`config.mk`:
```
export PLATFORM = sky130hd
export DESIGN_NAME = scanout_controller
export DESIGN_NICKNAME = d
export VERILOG_FILES = /design/src/rtl/scanout_pkg.sv /design/src/rtl/scanout_timing.sv /design/src/rtl/scanout_controller.sv
export SDC_FILE = /design/constraint.sdc
export NUM_CORES = 1
export LEC_CHECK = 0
export ABC_AREA = 1
export CAP_MARGIN = 20
export CORE_AREA = 2 2 80 82
export CTS_CLUSTER_DIAMETER = 150
export DETAILED_ROUTE_END_ITERATION = 16
export DIE_AREA = 0 0 82 84
export PLACE_DENSITY_LB_ADDON = 0.08
export SLEW_MARGIN = 10
export SYNTH_ARGS = -nofsm -noshare
export SYNTH_HDL_FRONTEND = slang
export SYNTH_SLANG_ARGS = --single-unit
```
`constraint.sdc`:
```
create_clock -name clk -period 1.9 [get_ports clk]
set_input_delay 0.285 -clock clk [delete_from_list [all_inputs] [get_ports clk]]
set_output_delay 0.285 -clock clk [all_outputs]
set_load 0.01 [all_outputs]
```
`src/rtl/scanout_pkg.sv`:
```
`default_nettype none
// ============================================================================
// Package     : scanout_pkg
// Description : Shared constants, types and helpers for the display scan-out
//               stage: 640x480@60 raster timing, RGB444 pixel width and the
//               tile-ordered framebuffer address format.
// Revision    : 1.0 - initial release
// ============================================================================
package scanout_pkg;

   // Horizontal timing in pixels
   localparam int c_H_VIS        = 640;
   localparam int c_H_FP         = 16;
   localparam int c_H_SYNC       = 96;
   localparam int c_H_BP         = 48;
   localparam int c_H_TOTAL      = c_H_VIS + c_H_FP + c_H_SYNC + c_H_BP;   // 800
   localparam int c_HSYNC_START  = c_H_VIS + c_H_FP;                      // 656
   localparam int c_HSYNC_END    = c_HSYNC_START + c_H_SYNC - 1;          // 751

   // Vertical timing in lines
   localparam int c_V_VIS        = 480;
   localparam int c_V_FP         = 10;
   localparam int c_V_SYNC       = 2;
   localparam int c_V_BP         = 33;
   localparam int c_V_TOTAL      = c_V_VIS + c_V_FP + c_V_SYNC + c_V_BP;   // 525
   localparam int c_VSYNC_START  = c_V_VIS + c_V_FP;                      // 490
   localparam int c_VSYNC_END    = c_VSYNC_START + c_V_SYNC - 1;          // 491

   localparam int c_DATA_W       = 12;
   localparam int c_FB_ADDR_W    = 20;
   localparam int c_CNT_W        = 10;
   localparam int c_FRAME_CNT_W  = 8;

   // Raster decode for one counter position; travels down the delay line
   // so that sync and data-enable stay aligned with pixel data.
   typedef struct packed {
      logic vis;
      logic hsync;    // active-high here, inverted at the pin
      logic vsync;    // active-high here, inverted at the pin
   } video_ctl_t;

   // Tile-ordered address: 16x16 tiles, tiles row-major, pixels row-major
   // inside a tile. Pure bit concatenation, so no multiplier is needed.
   function automatic logic [c_FB_ADDR_W-1:0] tile_addr(
      input logic [c_CNT_W-1:0] x,
      input logic [c_CNT_W-1:0] y
   );
      return {y[9:4], x[9:4], y[3:0], x[3:0]};
   endfunction

endpackage
`default_nettype wire

```
`src/rtl/scanout_timing.sv`:
```
`default_nettype none
// ============================================================================
// Module      : scanout_timing
// Description : Raster counters and their decodes. h/v counters, visible and
//               sync windows (combinational, for the video delay line),
//               registered frame-start pulse, vblank flag and frame counter.
// Ports       : clk, reset_n          - pixel clock, async active-low reset
//               o_h_cnt, o_v_cnt      - current counter position
//               o_ctl                 - visible/hsync/vsync decode of counters
//               o_frame_wrap          - last cycle of the frame (799,524)
//               o_frame_start         - registered pulse for counter (0,0)
//               o_vblank              - registered v_cnt >= V_VIS
//               o_frame_cnt           - frames completed, wraps 255->0
// Revision    : 1.0 - initial release
// ============================================================================
module scanout_timing
   import scanout_pkg::*;
#(
   parameter int H_VIS  = c_H_VIS,
   parameter int H_FP   = c_H_FP,
   parameter int H_SYNC = c_H_SYNC,
   parameter int H_BP   = c_H_BP,
   parameter int V_VIS  = c_V_VIS,
   parameter int V_FP   = c_V_FP,
   parameter int V_SYNC = c_V_SYNC,
   parameter int V_BP   = c_V_BP
) (
   input  logic                     clk,
   input  logic                     reset_n,
   output logic [c_CNT_W-1:0]       o_h_cnt,
   output logic [c_CNT_W-1:0]       o_v_cnt,
   output video_ctl_t               o_ctl,
   output logic                     o_frame_wrap,
   output logic                     o_frame_start,
   output logic                     o_vblank,
   output logic [c_FRAME_CNT_W-1:0] o_frame_cnt
);

   localparam logic [c_CNT_W-1:0] c_H_LAST    = c_CNT_W'(H_VIS + H_FP + H_SYNC + H_BP - 1);
   localparam logic [c_CNT_W-1:0] c_V_LAST    = c_CNT_W'(V_VIS + V_FP + V_SYNC + V_BP - 1);
   localparam logic [c_CNT_W-1:0] c_H_VIS_CNT = c_CNT_W'(H_VIS);
   localparam logic [c_CNT_W-1:0] c_V_VIS_CNT = c_CNT_W'(V_VIS);
   localparam logic [c_CNT_W-1:0] c_HS_FIRST  = c_CNT_W'(H_VIS + H_FP);
   localparam logic [c_CNT_W-1:0] c_HS_LAST   = c_CNT_W'(H_VIS + H_FP + H_SYNC - 1);
   localparam logic [c_CNT_W-1:0] c_VS_FIRST  = c_CNT_W'(V_VIS + V_FP);
   localparam logic [c_CNT_W-1:0] c_VS_LAST   = c_CNT_W'(V_VIS + V_FP + V_SYNC - 1);

   logic [c_CNT_W-1:0]       r_h_cnt;
   logic [c_CNT_W-1:0]       r_v_cnt;
   logic                     r_frame_start;
   logic                     r_vblank;
   logic [c_FRAME_CNT_W-1:0] r_frame_cnt;

   logic w_h_last;
   logic w_v_last;
   logic w_frame_wrap;

   assign w_h_last     = (r_h_cnt == c_H_LAST);
   assign w_v_last     = (r_v_cnt == c_V_LAST);
   assign w_frame_wrap = w_h_last && w_v_last;

   always_ff @(posedge clk or negedge reset_n) begin
      if (!reset_n) begin
         r_h_cnt <= '0;
         r_v_cnt <= '0;
      end else if (w_h_last) begin
         r_h_cnt <= '0;
         r_v_cnt <= w_v_last ? '0 : r_v_cnt + 1'b1;
      end else begin
         r_h_cnt <= r_h_cnt + 1'b1;
      end
   end

   // Status is registered one cycle after the counters and is deliberately
   // not aligned to the delayed video outputs.
   always_ff @(posedge clk or negedge reset_n) begin
      if (!reset_n) begin
         r_frame_start <= 1'b0;
         r_vblank      <= 1'b0;
         r_frame_cnt   <= '0;
      end else begin
         r_frame_start <= (r_h_cnt == '0) && (r_v_cnt == '0);
         r_vblank      <= (r_v_cnt >= c_V_VIS_CNT);
         if (w_frame_wrap) begin
            r_frame_cnt <= r_frame_cnt + 1'b1;
         end
      end
   end

   assign o_h_cnt       = r_h_cnt;
   assign o_v_cnt       = r_v_cnt;
   assign o_ctl.vis     = (r_h_cnt < c_H_VIS_CNT) && (r_v_cnt < c_V_VIS_CNT);
   assign o_ctl.hsync   = (r_h_cnt >= c_HS_FIRST) && (r_h_cnt <= c_HS_LAST);
   assign o_ctl.vsync   = (r_v_cnt >= c_VS_FIRST) && (r_v_cnt <= c_VS_LAST);
   assign o_frame_wrap  = w_frame_wrap;
   assign o_frame_start = r_frame_start;
   assign o_vblank      = r_vblank;
   assign o_frame_cnt   = r_frame_cnt;

endmodule
`default_nettype wire

```
`src/rtl/scanout_controller.sv`:
```
`default_nettype none
// ============================================================================
// Module      : scanout_controller
// Description : Display scan-out stage. Generates raster timing, reads pixels
//               from the tile-ordered framebuffer and drives registered RGB
//               and sync to the video DAC, with per-frame output enable.
// Ports       : clk, reset_n          - pixel clock, async active-low reset
//               i_output_ena          - output enable, taken at frame boundary
//               o_fb_rd_en, o_fb_addr - framebuffer read strobe / address
//               i_fb_data             - read data, one cycle after o_fb_rd_en
//               o_rgb, o_de           - pixel and data-enable to DAC
//               o_hsync, o_vsync      - active-low syncs to DAC
//               o_frame_start, o_vblank, o_frame_cnt - status to render side
// Revision    : 1.0 - initial release
// ============================================================================
module scanout_controller
   import scanout_pkg::*;
#(
   parameter int H_VIS  = c_H_VIS,
   parameter int H_FP   = c_H_FP,
   parameter int H_SYNC = c_H_SYNC,
   parameter int H_BP   = c_H_BP,
   parameter int V_VIS  = c_V_VIS,
   parameter int V_FP   = c_V_FP,
   parameter int V_SYNC = c_V_SYNC,
   parameter int V_BP   = c_V_BP,
   parameter int DATA_W = c_DATA_W
) (
   input  logic                     clk,
   input  logic                     reset_n,
   input  logic                     i_output_ena,
   output logic                     o_fb_rd_en,
   output logic [c_FB_ADDR_W-1:0]   o_fb_addr,
   input  logic [DATA_W-1:0]        i_fb_data,
   output logic [DATA_W-1:0]        o_rgb,
   output logic                     o_de,
   output logic                     o_hsync,
   output logic                     o_vsync,
   output logic                     o_frame_start,
   output logic                     o_vblank,
   output logic [c_FRAME_CNT_W-1:0] o_frame_cnt
);

   logic [c_CNT_W-1:0] w_h_cnt;
   logic [c_CNT_W-1:0] w_v_cnt;
   video_ctl_t         w_ctl;
   logic               w_frame_wrap;

   logic                   r_frame_ena;
   logic                   r_fb_rd_en;
   logic [c_FB_ADDR_W-1:0] r_fb_addr;
   video_ctl_t             r_ctl_d1;
   video_ctl_t             r_ctl_d2;
   logic [DATA_W-1:0]      r_rgb;
   logic                   r_de;
   logic                   r_hsync;
   logic                   r_vsync;

   scanout_timing #(
      .H_VIS  (H_VIS),
      .H_FP   (H_FP),
      .H_SYNC (H_SYNC),
      .H_BP   (H_BP),
      .V_VIS  (V_VIS),
      .V_FP   (V_FP),
      .V_SYNC (V_SYNC),
      .V_BP   (V_BP)
   ) u_timing (
      .clk           (clk),
      .reset_n       (reset_n),
      .o_h_cnt       (w_h_cnt),
      .o_v_cnt       (w_v_cnt),
      .o_ctl         (w_ctl),
      .o_frame_wrap  (w_frame_wrap),
      .o_frame_start (o_frame_start),
      .o_vblank      (o_vblank),
      .o_frame_cnt   (o_frame_cnt)
   );

   // The enable only changes on the last cycle of a frame, so a frame is
   // never partially blanked by a mid-frame register write.
   always_ff @(posedge clk or negedge reset_n) begin
      if (!reset_n) begin
         r_frame_ena <= 1'b1;
      end else if (w_frame_wrap) begin
         r_frame_ena <= i_output_ena;
      end
   end

   // Stage 1: framebuffer request; stages 2-3: control delay matching the
   // one-cycle memory read so sync/de leave together with the pixel.
   always_ff @(posedge clk or negedge reset_n) begin
      if (!reset_n) begin
         r_fb_rd_en <= 1'b0;
         r_fb_addr  <= '0;
         r_ctl_d1   <= '0;
         r_ctl_d2   <= '0;
         r_rgb      <= '0;
         r_de       <= 1'b0;
         r_hsync    <= 1'b1;
         r_vsync    <= 1'b1;
      end else begin
         r_fb_rd_en <= w_ctl.vis && r_frame_ena;
         r_fb_addr  <= tile_addr(w_h_cnt, w_v_cnt);
         r_ctl_d1   <= w_ctl;
         r_ctl_d2   <= r_ctl_d1;
         r_rgb      <= (r_ctl_d2.vis && r_frame_ena) ? i_fb_data : '0;
         r_de       <= r_ctl_d2.vis;
         r_hsync    <= ~r_ctl_d2.hsync;
         r_vsync    <= ~r_ctl_d2.vsync;
      end
   end

   assign o_fb_rd_en = r_fb_rd_en;
   assign o_fb_addr  = r_fb_addr;
   assign o_rgb      = r_rgb;
   assign o_de       = r_de;
   assign o_hsync    = r_hsync;
   assign o_vsync    = r_vsync;

endmodule
`default_nettype wire

```
==> out/metrics.cfg <==
[floorplanning]
die_y_microns = 84
fp.dieW_microns = 82
boundaryPins = 61
die_area_sq_um = 6890
core-area_sq_um = 6100
initial_core_util_pct = 48.5
fp-row-count = 29

[yosys]
synth-seq-area-share_pct = 61.9
ys_ff_latch = 73
synth_cells = 311
synth_cell_types = 24
synthesis.nets = 332
yosysWarnings = 0
syn-cell-area_sq_um = 2960
avgSynthCellArea_sq_um = 9.51

[timing]
finalSetupViolations = 0
maxSlewHeadroom_pct = 60.9
drv_slew = 0
setup-tns-final_ps = 0
final-hold-violation-count = 0
clock_skew_ps = 6.15
tightestPinTransition_ps = 586
layout_worst_path_cycle_share_pct = 87.4
rsz0062_at_grt = false
max_freq_ghz = 0.602
post-route-min-period_ps = 1660
setup_ws_ps = 240

[worst_setup_path]
cp_num_buf_inv = 1
rr_worst_depth = 9
r2r-end = u_timing.o_frame_cnt[5]$_DFFE_PN0P_
slowest_delay_ps = 530
r2r_start = u_timing.o_v_cnt[0]$_DFFE_PN0N_
path_max_fanout = 1
worst_path_max_delay_cell = clkdlybuf4s50_1
path_cells = clkdlybuf4s50_1
cp_data_arrival_time_ps = 1370
crit_type = register to primary output
cp-start-kind = register
rrSetupSlack_ps = 340
crit_family = buffers and inverters
critPathCaptureType = primary output
critPathRequiredTime_ps = 1620

[routing]
postRouteAntennaNets = 0
wl_microns = 5310
via_per_inst = 4.59
drc = 0
firstDrtPassIters = 4
vias = 2128
post_drt_wl_per_cell_microns = 11.4
first_iter_violations = 89

[clock_tree]
post_cts_resized = 0
postCtsHoldBufs = 1
clock-root-buffer = clkbuf_8
postCtsSetupRepairBufs = 0
clockBufferDepth = 2
htree_levels = 3
cts.sinks = 73
cts_tree = built
cts_buffers = 9
clock_latency_ps = 330
clk_pin_slew_ps = 70

[grt]
grt_max_degree = 50
track_usage_pct = 16.8
antenna_found_initial = 0
globalRouteOverflowTotal = 0
grt_pass1_wl_microns = 8660
grt_pass1_vias = 1968

[hold_path]
min_path_type = register to register
hold_end = r_ctl_d2[0]$_DFF_PN0_
min_from = r_ctl_d1[0]$_DFF_PN0_
holdPathStages = 0

[place]
dpl.hpwl_microns = 3810
place_area_sq_um = 3660
portBuffers = 60
pre_cts_ws_ps = 376
gp_congestion = 0.855

[run]
maxCapViolations = 0

[power]
peakVddDrop_uv = 445
fin_total_pwr_uw = 2800
power_density_nw_per_um2 = 726
leakage_uw = 0.00189

[layout]
final_area_sq_um = 3850
diodes = 0
layout_commonest_cell = dfrtp_1
area_growth_pct = 30.2
nets = 405
layout_common_cells = 70 x dfrtp_1, 69 x nand2_1, 59 x clkdlybuf4s50_1
fillers = 507
drive_gt1_share_pct = 9.04

[status]
status = complete, no violations

[layout make-up]
class | instances | area [sq um] | area share (%)
clock buffer | 13 | 149 | 3.87
clock inverter | 1 | 30.0 | 0.780
inverter | 53 | 199 | 5.17
multi-input combinational | 184 | 925 | 24.0
sequential | 73 | 1830 | 47.5
tap | 77 | 96.3 | 2.50
timing repair buffer | 63 | 621 | 16.1
[flip-flops by register name (all words and copies together), names as in the netlist]
signal / flops
o_fb_addr: 20
o_rgb: 12
u_timing.o_h_cnt: 10
u_timing.o_v_cnt: 10
u_timing.o_frame_cnt: 8
r_ctl_d1: 3
r_ctl_d2: 3
o_de: 1
o_fb_rd_en: 1
o_hsync: 1
o_vsync: 1
r_frame_ena: 1
u_timing.o_frame_start: 1
u_timing.o_vblank: 1
[worst max-delay path by stage]
stage | start | to | slack (ps) | cells after the start
after floorplan | u_timing.o_v_cnt[0]$_DFFE_PN0N_ | u_timing.o_frame_cnt[2]$_DFFE_PN0P_ | 520 | 9
after global placement | u_timing.o_v_cnt[0]$_DFFE_PN0N_ | u_timing.o_frame_cnt[2]$_DFFE_PN0P_ | 430 | 9
after detailed placement | u_timing.o_v_cnt[0]$_DFFE_PN0N_ | u_timing.o_frame_cnt[5]$_DFFE_PN0P_ | 380 | 9
after CTS | o_hsync$_DFF_PN1_ | o_hsync | 220 | 1
after global routing | o_hsync$_DFF_PN1_ | o_hsync | 180 | 1
final | o_hsync$_DFF_PN1_ | o_hsync | 240 | 1
[kinds of logic (layout without fill, tap and decap cells)]
family          count (synthesis)  count (layout)  share of synthesized area (%)
fa+ha+maj                       6               6                           2.54
buf+inv                        54             130                           6.85
simple gates                  152             152                           23.4
xor+xnor                        6               6                           1.78
flops                          73              73                           61.9
compound gates                 20              20                           3.55
[per-layer routing]
| metal | GRT usage (%) | routed length (microns) |
|---|---|---|
| met5 | 0 | 0 |
| met4 | 9.39 | 140 |
| met3 | 5.95 | 351 |
| met2 | 24.2 | 2270 |
| met1 | 22.0 | 2540 |
[cells in the mapped netlist]
cell type / number / area share [%]
xor2_1: 6 / 1.8
nor4_1: 2 / 0.42
inv_2: 7 / 0.89
nand2_2: 2 / 0.42
nand3_1: 17 / 2.9
nor2_2: 2 / 0.42
ha_1: 6 / 2.5
nor2_1: 43 / 5.5
inv_1: 46 / 5.8
nand4_1: 3 / 0.63
nand3_4: 1 / 0.59
nor2_4: 3 / 1.1
nand3_2: 1 / 0.34
dfstp_2: 3 / 2.7
dfrtp_1: 70 / 59
a21oi_1: 4 / 0.68
nand2_1: 69 / 8.8
o21bai_1: 2 / 0.51
nor3_1: 6 / 1.0
nor2_8: 1 / 0.68
clkbuf_1: 1 / 0.13
o21ai_0: 14 / 2.4
nor3b_1: 1 / 0.25
nand2_4: 1 / 0.38
[where the power goes]
part	total, uW	leakage, uW	internal (uW)	switching [uW]
Combinational	103	0.000860	54.6	48.6
Sequential	1570	0.000937	1570	2.93
Clock	1120	0.0000896	630	492
Total	2800	0.00189	2250	544
[metrics by stage]
step	util [%]	hold WS [ps]	instances
global placement	60.1	295	449
global route	63.2	357	464
CTS	63.2	349	464
floorplan	-	-10.6	311
finish	63.2	351	464
detailed placement	60.1	297	449
(Power assumes the default switching activity.)
